$ cat src/rtl/dot6_stream_collector.sv
// ---------------------------------------------------------------------------
// dot6_stream_collector
//
// Front and back end for the hard sum-of-6 8x8 dot unit. Operand chunks
// (six signed 8-bit pairs) arrive over a valid/ready handshake. They are
// forwarded to the dot unit, which has a fixed latency and cannot stall. A
// tag delay line of the same depth marks which returning partial sums are
// real and which close a vector. The partial sums of each vector are
// accumulated, and finished results are queued in a small show-ahead FIFO.
// Input is throttled by credits. A vector end is only accepted when a FIFO
// slot is guaranteed for it, so a result can never arrive at a full FIFO.
//
// Ports:
//   clk        sole clock
//   rst_n      asynchronous active-low reset; a partial vector is discarded
//   in_valid   operand chunk valid
//   in_ready   chunk accepted when in_valid & in_ready (depends on state only)
//   in_a/in_b  six signed operands each, element k at bits [8k+7:8k]
//   in_last    chunk closes its vector
//   dot_a/b    operands to the dot unit, all zero in cycles with no accept
//   dot_sum    signed partial sum returning DOT_LAT cycles after dot_a/dot_b
//   out_valid  FIFO head valid
//   out_ready  consumer pop
//   out_data   signed vector dot product (wraps modulo 2^ACC_W)
//   out_len    number of chunks in that vector (wraps modulo 2^LEN_W)
//
// DEPTH must be a power of two, so the FIFO pointers wrap on their own.
// ---------------------------------------------------------------------------
module dot6_stream_collector #(
    parameter int DOT     = 6,
    parameter int SIZEA   = 8,
    parameter int SIZEB   = 8,
    parameter int DOT_LAT = 4,
    parameter int ACC_W   = 32,
    parameter int LEN_W   = 8,
    parameter int DEPTH   = 4
) (
    input  logic                     clk,
    input  logic                     rst_n,
    input  logic                     in_valid,
    output logic                     in_ready,
    input  logic [DOT*SIZEA-1:0]     in_a,
    input  logic [DOT*SIZEB-1:0]     in_b,
    input  logic                     in_last,
    output logic [DOT*SIZEA-1:0]     dot_a,
    output logic [DOT*SIZEB-1:0]     dot_b,
    input  logic [SIZEA+SIZEB+1:0]   dot_sum,
    output logic                     out_valid,
    input  logic                     out_ready,
    output logic [ACC_W-1:0]         out_data,
    output logic [LEN_W-1:0]         out_len
);

    localparam int PTR_W = (DEPTH > 1) ? $clog2(DEPTH) : 1;
    localparam int CNT_W = $clog2(DEPTH + 1);
    localparam int RES_W = $clog2(DEPTH + DOT_LAT + 1);

    logic                accept;

    logic [DOT_LAT-1:0]  tag_v;
    logic [DOT_LAT-1:0]  tag_l;
    logic                tail_v;
    logic                tail_l;

    logic [ACC_W-1:0]    acc;
    logic [LEN_W-1:0]    len;
    logic                first;
    logic [ACC_W-1:0]    sum;
    logic [LEN_W-1:0]    len_next;

    logic [ACC_W-1:0]    mem_data [DEPTH];
    logic [LEN_W-1:0]    mem_len  [DEPTH];
    logic [PTR_W-1:0]    wptr;
    logic [PTR_W-1:0]    rptr;
    logic [CNT_W-1:0]    count;
    logic                push;
    logic                pop;

    logic [RES_W-1:0]    inflight_last;
    logic [RES_W-1:0]    reserved;

    // Credit check: every vector end already in the tag line owns a FIFO
    // slot it will occupy later, so it is counted as if already stored.
    // Non-last chunks are held to the same rule to keep in_ready independent
    // of in_last.
    always_comb begin
        inflight_last = '0;
        for (int i = 0; i < DOT_LAT; i++) begin
            inflight_last = inflight_last + RES_W'(tag_l[i]);
        end
        reserved = RES_W'(count) + inflight_last;
        in_ready = (reserved < RES_W'(DEPTH));
    end

    // Operands go to the dot unit only in accept cycles. Idle cycles push
    // zeros, and their results are ignored because their tag is not valid.
    always_comb begin
        accept = in_valid & in_ready;
        dot_a  = accept ? in_a : '0;
        dot_b  = accept ? in_b : '0;
    end

    // Tag delay line. It matches the dot unit latency, so the tail stage
    // describes the dot_sum present in the same cycle.
    always_ff @(posedge clk or negedge rst_n) begin
        if (!rst_n) begin
            tag_v <= '0;
            tag_l <= '0;
        end else begin
            tag_v[0] <= accept;
            tag_l[0] <= accept & in_last;
            for (int i = 1; i < DOT_LAT; i++) begin
                tag_v[i] <= tag_v[i-1];
                tag_l[i] <= tag_l[i-1];
            end
        end
    end

    assign tail_v = tag_v[DOT_LAT-1];
    assign tail_l = tag_l[DOT_LAT-1];

    // The running sum restarts from zero on the first chunk of a vector
    // instead of clearing acc. This lets a new vector start the cycle right
    // after a last chunk.
    always_comb begin
        sum      = (first ? '0 : acc) + ACC_W'($signed(dot_sum));
        len_next = len + LEN_W'(1);
        push     = tail_v & tail_l;
    end

    // Accumulator and chunk counter.
    always_ff @(posedge clk or negedge rst_n) begin
        if (!rst_n) begin
            acc   <= '0;
            len   <= '0;
            first <= 1'b1;
        end else if (tail_v) begin
            if (tail_l) begin
                acc   <= '0;
                len   <= '0;
                first <= 1'b1;
            end else begin
                acc   <= sum;
                len   <= len_next;
                first <= 1'b0;
            end
        end
    end

    // FIFO storage. It has no reset because the outputs are masked while
    // the FIFO is empty.
    always_ff @(posedge clk) begin
        if (push) begin
            mem_data[wptr] <= sum;
            mem_len[wptr]  <= len_next;
        end
    end

    // FIFO pointers and occupancy. A push and a pop in the same cycle leave
    // the count unchanged.
    always_ff @(posedge clk or negedge rst_n) begin
        if (!rst_n) begin
            wptr  <= '0;
            rptr  <= '0;
            count <= '0;
        end else begin
            if (push) begin
                wptr <= wptr + PTR_W'(1);
            end
            if (pop) begin
                rptr <= rptr + PTR_W'(1);
            end
            case ({push, pop})
                2'b10:   count <= count + CNT_W'(1);
                2'b01:   count <= count - CNT_W'(1);
                default: count <= count;
            endcase
        end
    end

    // Show-ahead head of the FIFO.
    always_comb begin
        out_valid = (count != '0);
        pop       = out_valid & out_ready;
        out_data  = out_valid ? mem_data[rptr] : '0;
        out_len   = out_valid ? mem_len[rptr]  : '0;
    end

    // Credits must make a push into a full FIFO impossible.
    assert property (@(posedge clk) disable iff (!rst_n)
                     !(push && !pop && (count == CNT_W'(DEPTH))));

endmodule

$ cat config.mk
export PLATFORM = sky130hd
export DESIGN_NAME = dot6_stream_collector
export DESIGN_NICKNAME = d
export VERILOG_FILES = /design/src/rtl/dot6_stream_collector.sv
export SDC_FILE = /design/constraint.sdc
export NUM_CORES = 1
export LEC_CHECK = 0
export CAP_MARGIN = 15
export CORE_MARGIN = 2
export CORE_UTILIZATION = 55
export CTS_CLUSTER_DIAMETER = 30
export DETAILED_ROUTE_END_ITERATION = 7
export GPL_TIMING_DRIVEN = 0
export PLACE_DENSITY_LB_ADDON = 0.3
export RECOVER_POWER = 100
export SYNTH_ARGS = -nofsm -noshare
export SYNTH_HDL_FRONTEND = slang
export SYNTH_SLANG_ARGS = --single-unit
$ cat constraint.sdc
create_clock -name clk -period 8.4 [get_ports clk]
set_input_delay 2.52 -clock clk [delete_from_list [all_inputs] [get_ports clk]]
set_output_delay 2.52 -clock clk [all_outputs]
set_load 0.02 [all_outputs]
; ---- After elaboration in Yosys (flattened, before gate mapping)
; Memories as Yosys holds them, arrays and structs flattened.
; Cells that the tools add are included.
[word_totals]
mem_bits_rw = 160
word_cells = 40
n_memories = 2
register_bits = 56
[classes]
reduce_logical = 2
magnitude_cmp = 1
n_bitwise = 4
n_addsub = 10
n_mux = 11
n_eq_ne = 2
[mem_list]
columns = memory, words, word_bits, read_ports, rd_clocked_by_memory_dff, write_ports, line_no
row1 = mem_data, 4, 32, 1, 0, 1, 71  ; logic [ACC_W-1:0] mem_data [DEPTH];
row2 = mem_len, 4, 8, 1, 0, 1, 72  ; logic [LEN_W-1:0] mem_len [DEPTH];
[ops]
columns = cell, n
row1 = $mux W32, 3
row2 = $mux W48, 2
row3 = $add A32 B32 Y32, 1
row4 = $mux W8, 2
row5 = $add A8 B1 Y8 const B, 1
row6 = $pmux W3 S2, 1
row7 = $add A2 B1 Y2 const B, 2
row8 = $add A3 B1 Y4, 1
row9 = $add A3 B4 Y4, 1
row10 = $and A1 B1 Y1, 4
row11 = $lt A4 B3 Y1 const B, 1
row12 = $add A2 B1 Y3, 1
row13 = $add A3 B1 Y3 const B, 1
row14 = $mux W1, 3
row15 = $reduce_bool A3 Y1, 1
row16 = $sub A3 B1 Y3 const B, 1
row17 = $add A1 B1 Y2, 1
row18 = $eq A2 B1 Y1 const B, 1
row19 = $eq A2 B2 Y1 const B, 1
row20 = $reduce_bool A2 Y1, 1

; ---- Depth between registers and ports, before layout
; Gate-level depths: netlist of run 1.
[logic_depth]
depth_word = 7
depth_mapped = 11
mapped_depth_nobuf = 10

; ---- Least setup slack after synthesis of run 1
; OpenSTA, ideal clock, no wires.
[synth_path]
path_type = input-to-output
start = in in_valid
end = out dot_b[18]
path_slack_ps = 2681
cell_stages = 3
path_buffers = 2
arrival_ps = 3199
required_time_ps = 5880
cell_sequence = clkbuf_1 clkbuf_1 and3_1
[synth_via]
elab_chain_cells = 2
[synth_lines]
columns = element, line_no
row1 = start: declaration, 40  ; input logic in_valid,
row2 = $and A1 B1 Y1, 98  ; accept = in_valid & in_ready;
row3 = $mux W48, 100  ; dot_b = accept ? in_b : '0;
row4 = end: declaration, 46  ; output logic [DOT*SIZEB-1:0] dot_b,
; No other way between the ends.

; ---- Final worst setup path of run 1
[layout_path]
start = in in_valid
end = out dot_b[36]
; The elaborated chain is that of the path after synthesis.

==> impl_metrics.tcl, run 1 <==
set metrics [dict create \
    antenna_found_initial 1 \
    cts_resized 0 \
    cp_slowest_cell "dlygate4sd3_1" \
    netlist_top_cells_area "edfxtp_1 44%, dfrtp_1 13%, mux4_2 8.2%" \
    start_util 0.563 \
    worst_pin_slew_ns 2.15 \
    required_ns 5.88 \
    cts.clk_slew.worst_paths_ns 0.04 \
    ir_drop_mv 0.212 \
    synth_ff_type "edfxtp_1" \
    grtUsageTotal 0.311 \
    synth_edf_count 160 \
    cts_hold_buf 0 \
    startpoint "in_valid" \
    finalClockSkew_ns 0.0389 \
    period_needed_ns 6.60 \
    ctsHtreeMaxLevel 2 \
    tns_ns 0 \
    clk_latency_ns 0.50 \
    row_count 51 \
    critPathLaunchType "input port" \
    min_path_type "reg -> reg" \
    final_max_slew_viol_count 161 \
    max_freq_mhz 151 \
    cts-buffers-inserted 35 \
    multiInputGateArea_mm2 0.00444 \
    cts_buffer_depth 3 \
    r2r_setup_slack_ns 3.52 \
    synthCells 841 \
    fin_nets 1300 \
    cts_sinks 216 \
    cp_common_cell "clkbuf_1" \
    portBuffers 255 \
    num_vias 8410 \
    path_cells "clkbuf_1 > clkbuf_1 > and3_1 > dlygate4sd3_1" \
    reg2reg_depth 11 \
    wl_um 32600 \
    firstDrtPassIters 7 \
    synth-seq-area-share 0.565 \
    finalSetupViolations 0 \
    period_share 0.786 \
    worst_hold_slack_ns 0.338 \
    die_w_um 145 \
    placed_area_mm2 0.0140 \
    synth_top_area_share 0.437 \
    hold_path.startpoint "tag_v[0]" \
    syn-num-nets 1002 \
    fillers 1233 \
    ys_ff_latch 216 \
    fin_total_pwr_mw 5.79 \
    post_cts_buffers 0 \
    cp-end-kind "primary output" \
    cts_tree "built" \
    worst-path-max-fanout 10 \
    dieArea_mm2 0.0211 \
    timing.rr.start "first" \
    cp_data_arrival_time_ns 4.08 \
    netlist_area_mm2 0.0110 \
    synth_top_cell_by_area "edfxtp_1" \
    dp_hpwl_um 22700 \
    worstReg2RegEnd "mem_data[2][29]" \
    viasPerCell 5.89 \
    yosys_warnings 0 \
    wl_per_cell_um 22.9 \
    yosys.cell_types.count 63 \
    die_h_um 145 \
    routabilityCongestion 0.930 \
    grt_pass1_wl_um 50700 \
    synth-async-reset-ratio 0.259 \
    endpoint "dot_b[36]" \
    grt_max_degree 36 \
    drc 0 \
    grt.overflow.total 0 \
    finalInstanceArea_mm2 0.0149 \
    seqCellArea_mm2 0.00621 \
    max_cap_viol_count 6 \
    maxSlewHeadroom -0.436 \
    crit_type "in -> out" \
    slowest_delay_ns 0.69 \
    coreArea_mm2 0.0195 \
    failed_checks "capacitance limit, slew limit" \
    drt_iter0_markers 756 \
    p_leak_nw 6.18 \
    power-per-cell-area_mw_per_mm2 389 \
    cts-root-buf "clkbuf_16" \
    outcome "complete, but fails checks" \
    grt_pass1_vias 8893 \
    hold_viol 0 \
    layout-drive-gt1-share 0.0878 \
    rsz0062_at_grt "no" \
    syn_avg_cell_area_um2 13.1 \
    drtAntennaViolNets 0 \
    pin_count 257 \
    syn_to_final_growth_pct 35.6 \
]
## worst max-delay path, delay by kind of cell
| kind | cells | cell delay (ns) |
|---|---|---|
| and+or+nand+nor | 1 | 0.24 |
| buffers and inverters | 3 | 1.31 |
## power by group
part / switching [mW] / internal [mW] / leakage [nW] / total, mW
logic: 1.71 / 1.15 / 3.51 / 2.87
clock network: 0.495 / 0.808 / 0.526 / 1.30
registers: 0.0811 / 1.54 / 2.14 / 1.62
total: 2.29 / 3.51 / 6.18 / 5.79
## final cells by class
class	count	area share
repair buffers	261	0.172
plain buffers	58	0.0148
diodes	1	0.000168
well taps	265	0.0222
multi-input cells	547	0.298
clock buffers	38	0.0602
flip-flops and latches	216	0.416
clock inverters	22	0.0114
inverters	20	0.00504
## routing by layer
metal | up-vias | global-route usage | wire length [um]
li1 | 3807 | - | -
met4 | 0 | 0.142 | 1420
met5 | - | 0 | 0
met2 | 411 | 0.542 | 16600
met3 | 75 | 0.0558 | 2190
met1 | 4117 | 0.381 | 12500
## per-stage QoR
stage / setup WS [ns] / std cells / util
6_report: 1.80 / 1428 / 0.764
5_1_grt: 1.53 / 1428 / 0.764
4_1_cts: 1.82 / 1427 / 0.771
3_5_place_dp: 1.90 / 1367 / 0.716
3_3_place_gp: 1.83 / 1361 / 0.711
2_1_floorplan: 2.68 / 841 / -
## synthesized netlist by cell type (4+ instances only)
cell type / count
a211oi_1: 6
o21ai_0: 23
a31o_2: 4
clkbuf_1: 46
nand2_1: 35
a21oi_1: 32
buf_2: 5
and2_1: 43
xnor2_1: 24
nand3_1: 13
buf_1: 5
xor2_1: 18
nand3b_1: 4
ha_1: 39
inv_1: 19
o211ai_1: 6
a22o_1: 30
edfxtp_1: 160
dfrtp_1: 55
a21o_1: 10
a31oi_1: 9
and3_1: 110
mux4_2: 40
nor2_1: 21
nor2b_1: 32
## placed cells by master (no fill, tap or decap), types with 30 or more instances in the layout
cell type,synthesis,routed
nor2b_1,32,32
nand2_1,35,35
and2_1,43,42
clkbuf_16,0,35
edfxtp_1,160,160
ha_1,39,39
mux4_2,40,40
clkdlybuf4s50_1,0,115
dfrtp_1,55,55
a22o_1,30,30
clkbuf_1,46,62
a21oi_1,32,32
dlygate4sd3_1,0,139
and3_1,110,110
## kinds of logic after synthesis
group,after synthesis,share of synthesized area
flops,216,0.565
simple gates,272,0.143
fa+ha+maj,42,0.0499
buf+inv,78,0.0274
compound gates,149,0.0976
mux,42,0.0839
xor+xnor,42,0.0335
## how the worst min path moves through the flow
stage               end  cells after the start  slack [ns]
2_1_floorplan  tag_v[1]                      0        0.33
3_3_place_gp   tag_v[3]                      0        0.34
3_5_place_dp   tag_v[1]                      0        0.34
4_1_cts        tag_v[1]                      0        0.34
5_1_grt        tag_v[1]                      0        0.34
6_report       tag_v[1]                      0        0.34
## state kept, by name (all words and copies together), names as in the netlist
register	cells
first	1
mem_data	128
wptr	2
tag_v	4
len	8
tag_l	4
count	3
acc	32
rptr	2
mem_len	32
No activity file was read; power rests on OpenSTA's default activity.
==> run 2: changes to the inputs <==
--- a/config.mk
+++ b/config.mk
@@ -7,7 +7,7 @@
 export LEC_CHECK = 0
 export CAP_MARGIN = 15
 export CORE_MARGIN = 2
-export CORE_UTILIZATION = 55
+export CORE_UTILIZATION = 51
 export CTS_CLUSTER_DIAMETER = 30
 export DETAILED_ROUTE_END_ITERATION = 7
 export GPL_TIMING_DRIVEN = 0
==> constraint.sdc (replaced) <==
create_clock -name clk -period 6.6 [get_ports clk]
set_input_delay 1.98 -clock clk [delete_from_list [all_inputs] [get_ports clk]]
set_output_delay 1.98 -clock clk [all_outputs]
set_load 0.02 [all_outputs]
==> impl_metrics.tcl, run 2 (same netlist as run 1, synthesis figures left out) <==
set metrics [dict create \
    outcome "complete, but fails checks" \
    failed_checks "capacitance limit, slew limit" \
    maxSlewHeadroom -0.487 \
    hold_viol 0 \
    drtAntennaViolNets 0 \
    holdPathStages 0 \
    power-per-cell-area_mw_per_mm2 494 \
    syn_to_final_growth_pct 36.7 \
    die_h_um 151 \
    placed_area_mm2 0.0140 \
    cts-buffers-inserted 34 \
    seqCellArea_mm2 0.00621 \
    final_max_slew_viol_count 124 \
    cp_common_cell "clkbuf_1" \
    slowest_delay_ns 0.71 \
    cts_buffer_depth 3 \
    grt_pass1_vias 8705 \
    comb_power_share 0.484 \
    coreArea_mm2 0.0211 \
    finalClockSkew_ns 0.0172 \
    intPower_mw 4.53 \
    num_vias 8300 \
    drc 0 \
    cts-root-buf "clkbuf_16" \
    required_ns 4.62 \
    swShare 0.389 \
    fin_nets 1299 \
    fillers 1457 \
    path_cells "fa_1 > ha_1 > a21o_1 > a211oi_1 > clkbuf_1 > clkbuf_1 > and3_1 > dlygate4sd3_1" \
    layout_commonest_cell "edfxtp_1" \
    antenna_found_initial 4 \
    finalSetupViolations 0 \
    cts.clk_slew.worst_paths_ns 0.05 \
    regMostFlops "mem_data" \
    p_sw_mw 2.89 \
    tns_ns 0 \
    min_path_type "reg -> reg" \
    rsz0062_at_grt "no" \
    timing.rr.start "first" \
    critPathLaunchType "register" \
    viasPerCell 5.75 \
    wl_um 31400 \
    cts_tree "built" \
    post_cts_buffers 0 \
    die_w_um 151 \
    cts_hold_buf 0 \
    top_regs "mem_data: 128 flops, acc: 32 flops, mem_len: 32 flops" \
    ctsHtreeMaxLevel 2 \
    clk_latency_ns 0.50 \
    cts_resized 0 \
    dp_hpwl_um 22600 \
    worst_slack_ns 0.503 \
    max_freq_mhz 164 \
    seqPwrFrac 0.278 \
    drt_iter0_markers 518 \
    row_count 53 \
    firstDrtPassIters 7 \
    r2r_setup_slack_ns 1.77 \
    ir_drop_mv 0.217 \
    cp_data_arrival_time_ns 4.12 \
    grt_max_degree 37 \
    grt.overflow.total 0 \
    fin_total_pwr_mw 7.42 \
    layout-drive-gt1-share 0.0945 \
    finalInstanceArea_mm2 0.0150 \
    p_leak_nw 6.21 \
    period_share 0.924 \
    portBuffers 255 \
    hold_path.startpoint "tag_v[0]" \
    hold_end "tag_v[1]" \
    max_cap_viol_count 6 \
    crit_buf_inv 3 \
    cp-end-kind "primary output" \
    start_util 0.521 \
    dp_slack_ns 1.07 \
    grt_pass1_wl_um 48200 \
    crit_type "reg -> out" \
    cts_sinks 216 \
    final_cell_mix "160 x edfxtp_1, 137 x dlygate4sd3_1, 117 x clkdlybuf4s50_1" \
    multiInputGateArea_mm2 0.00444 \
    routabilityCongestion 0.911 \
    reg2reg_depth 11 \
    pin_count 257 \
    dieArea_mm2 0.0227 \
    worst_pin_slew_ns 2.23 \
    worstReg2RegEnd "acc[25]" \
    wl_per_cell_um 21.8 \
    grtUsageTotal 0.281 \
    fin_util 0.712 \
    clockPowerShare 0.238 \
    cp_top_family "buffers and inverters" \
    period_needed_ns 6.10 \
    worst-path-max-fanout 10 \
    cp_slowest_cell "dlygate4sd3_1" \
    largest_reg_flops 128 \
]
-- run 2: changes by cell type in the layout (fill, tap and decap cells not counted), moves of 2 or more --
cell,delta
clkinvlp_4,+3
clkbuf_16,+2
diode_2,+3
clkinv_1,-7
clkdlybuf4s50_1,+2
dlygate4sd3_1,-2
inv_6,+2
-- run 2: power groups by stage --
stage / sequential [mW] / clock (mW) / combinational, mW
finish: 2.06 / 1.77 / 3.59
global route: 2.08 / 1.84 / 3.91
CTS: 2.06 / 1.78 / 3.74
detailed placement: 2.08 / 0 / 3.70
global placement: 2.07 / 0 / 3.60
floorplan: 2.05 / 0 / 2.41
-- run 2: worst max-delay path by stage --
| stage | start | to | cells after the start |
|---|---|---|---|
| floorplan | in_valid | dot_b[18] | 3 |
| global placement | tag_l[0] | dot_b[31] | 8 |
| detailed placement | tag_l[0] | dot_b[38] | 8 |
| CTS | tag_l[0] | dot_b[38] | 8 |
| global route | tag_l[0] | dot_b[38] | 8 |
| finish | tag_l[0] | dot_b[38] | 8 |
-- run 2: cell type report --
cell class	count	share of cell area
Sequential cell	216	0.413
Timing Repair Buffer	261	0.171
Tap cell	275	0.0229
Multi-Input combinational cell	547	0.295
Buffer	58	0.0147
Clock inverter	22	0.0143
Antenna cell	4	0.000666
Clock buffer	40	0.0630
Inverter	20	0.00500
-- run 2: per-stage QoR --
stage               hold WS [ns]  instances
floorplan                  0.331        841
global placement           0.334       1371
detailed placement         0.337       1377
CTS                        0.344       1439
global route               0.366       1443
finish                     0.347       1443
-- run 2: per-layer routing --
metal  vias up  global-route usage  wire (um)  part of all wire
met1      4075               0.331      11600              0.37
met2       354               0.492      16400              0.52
met5         -                   0          0                 0
met3        65              0.0723       2500             0.080
met4         0               0.114        881             0.028
li1       3806                   -          -                 -
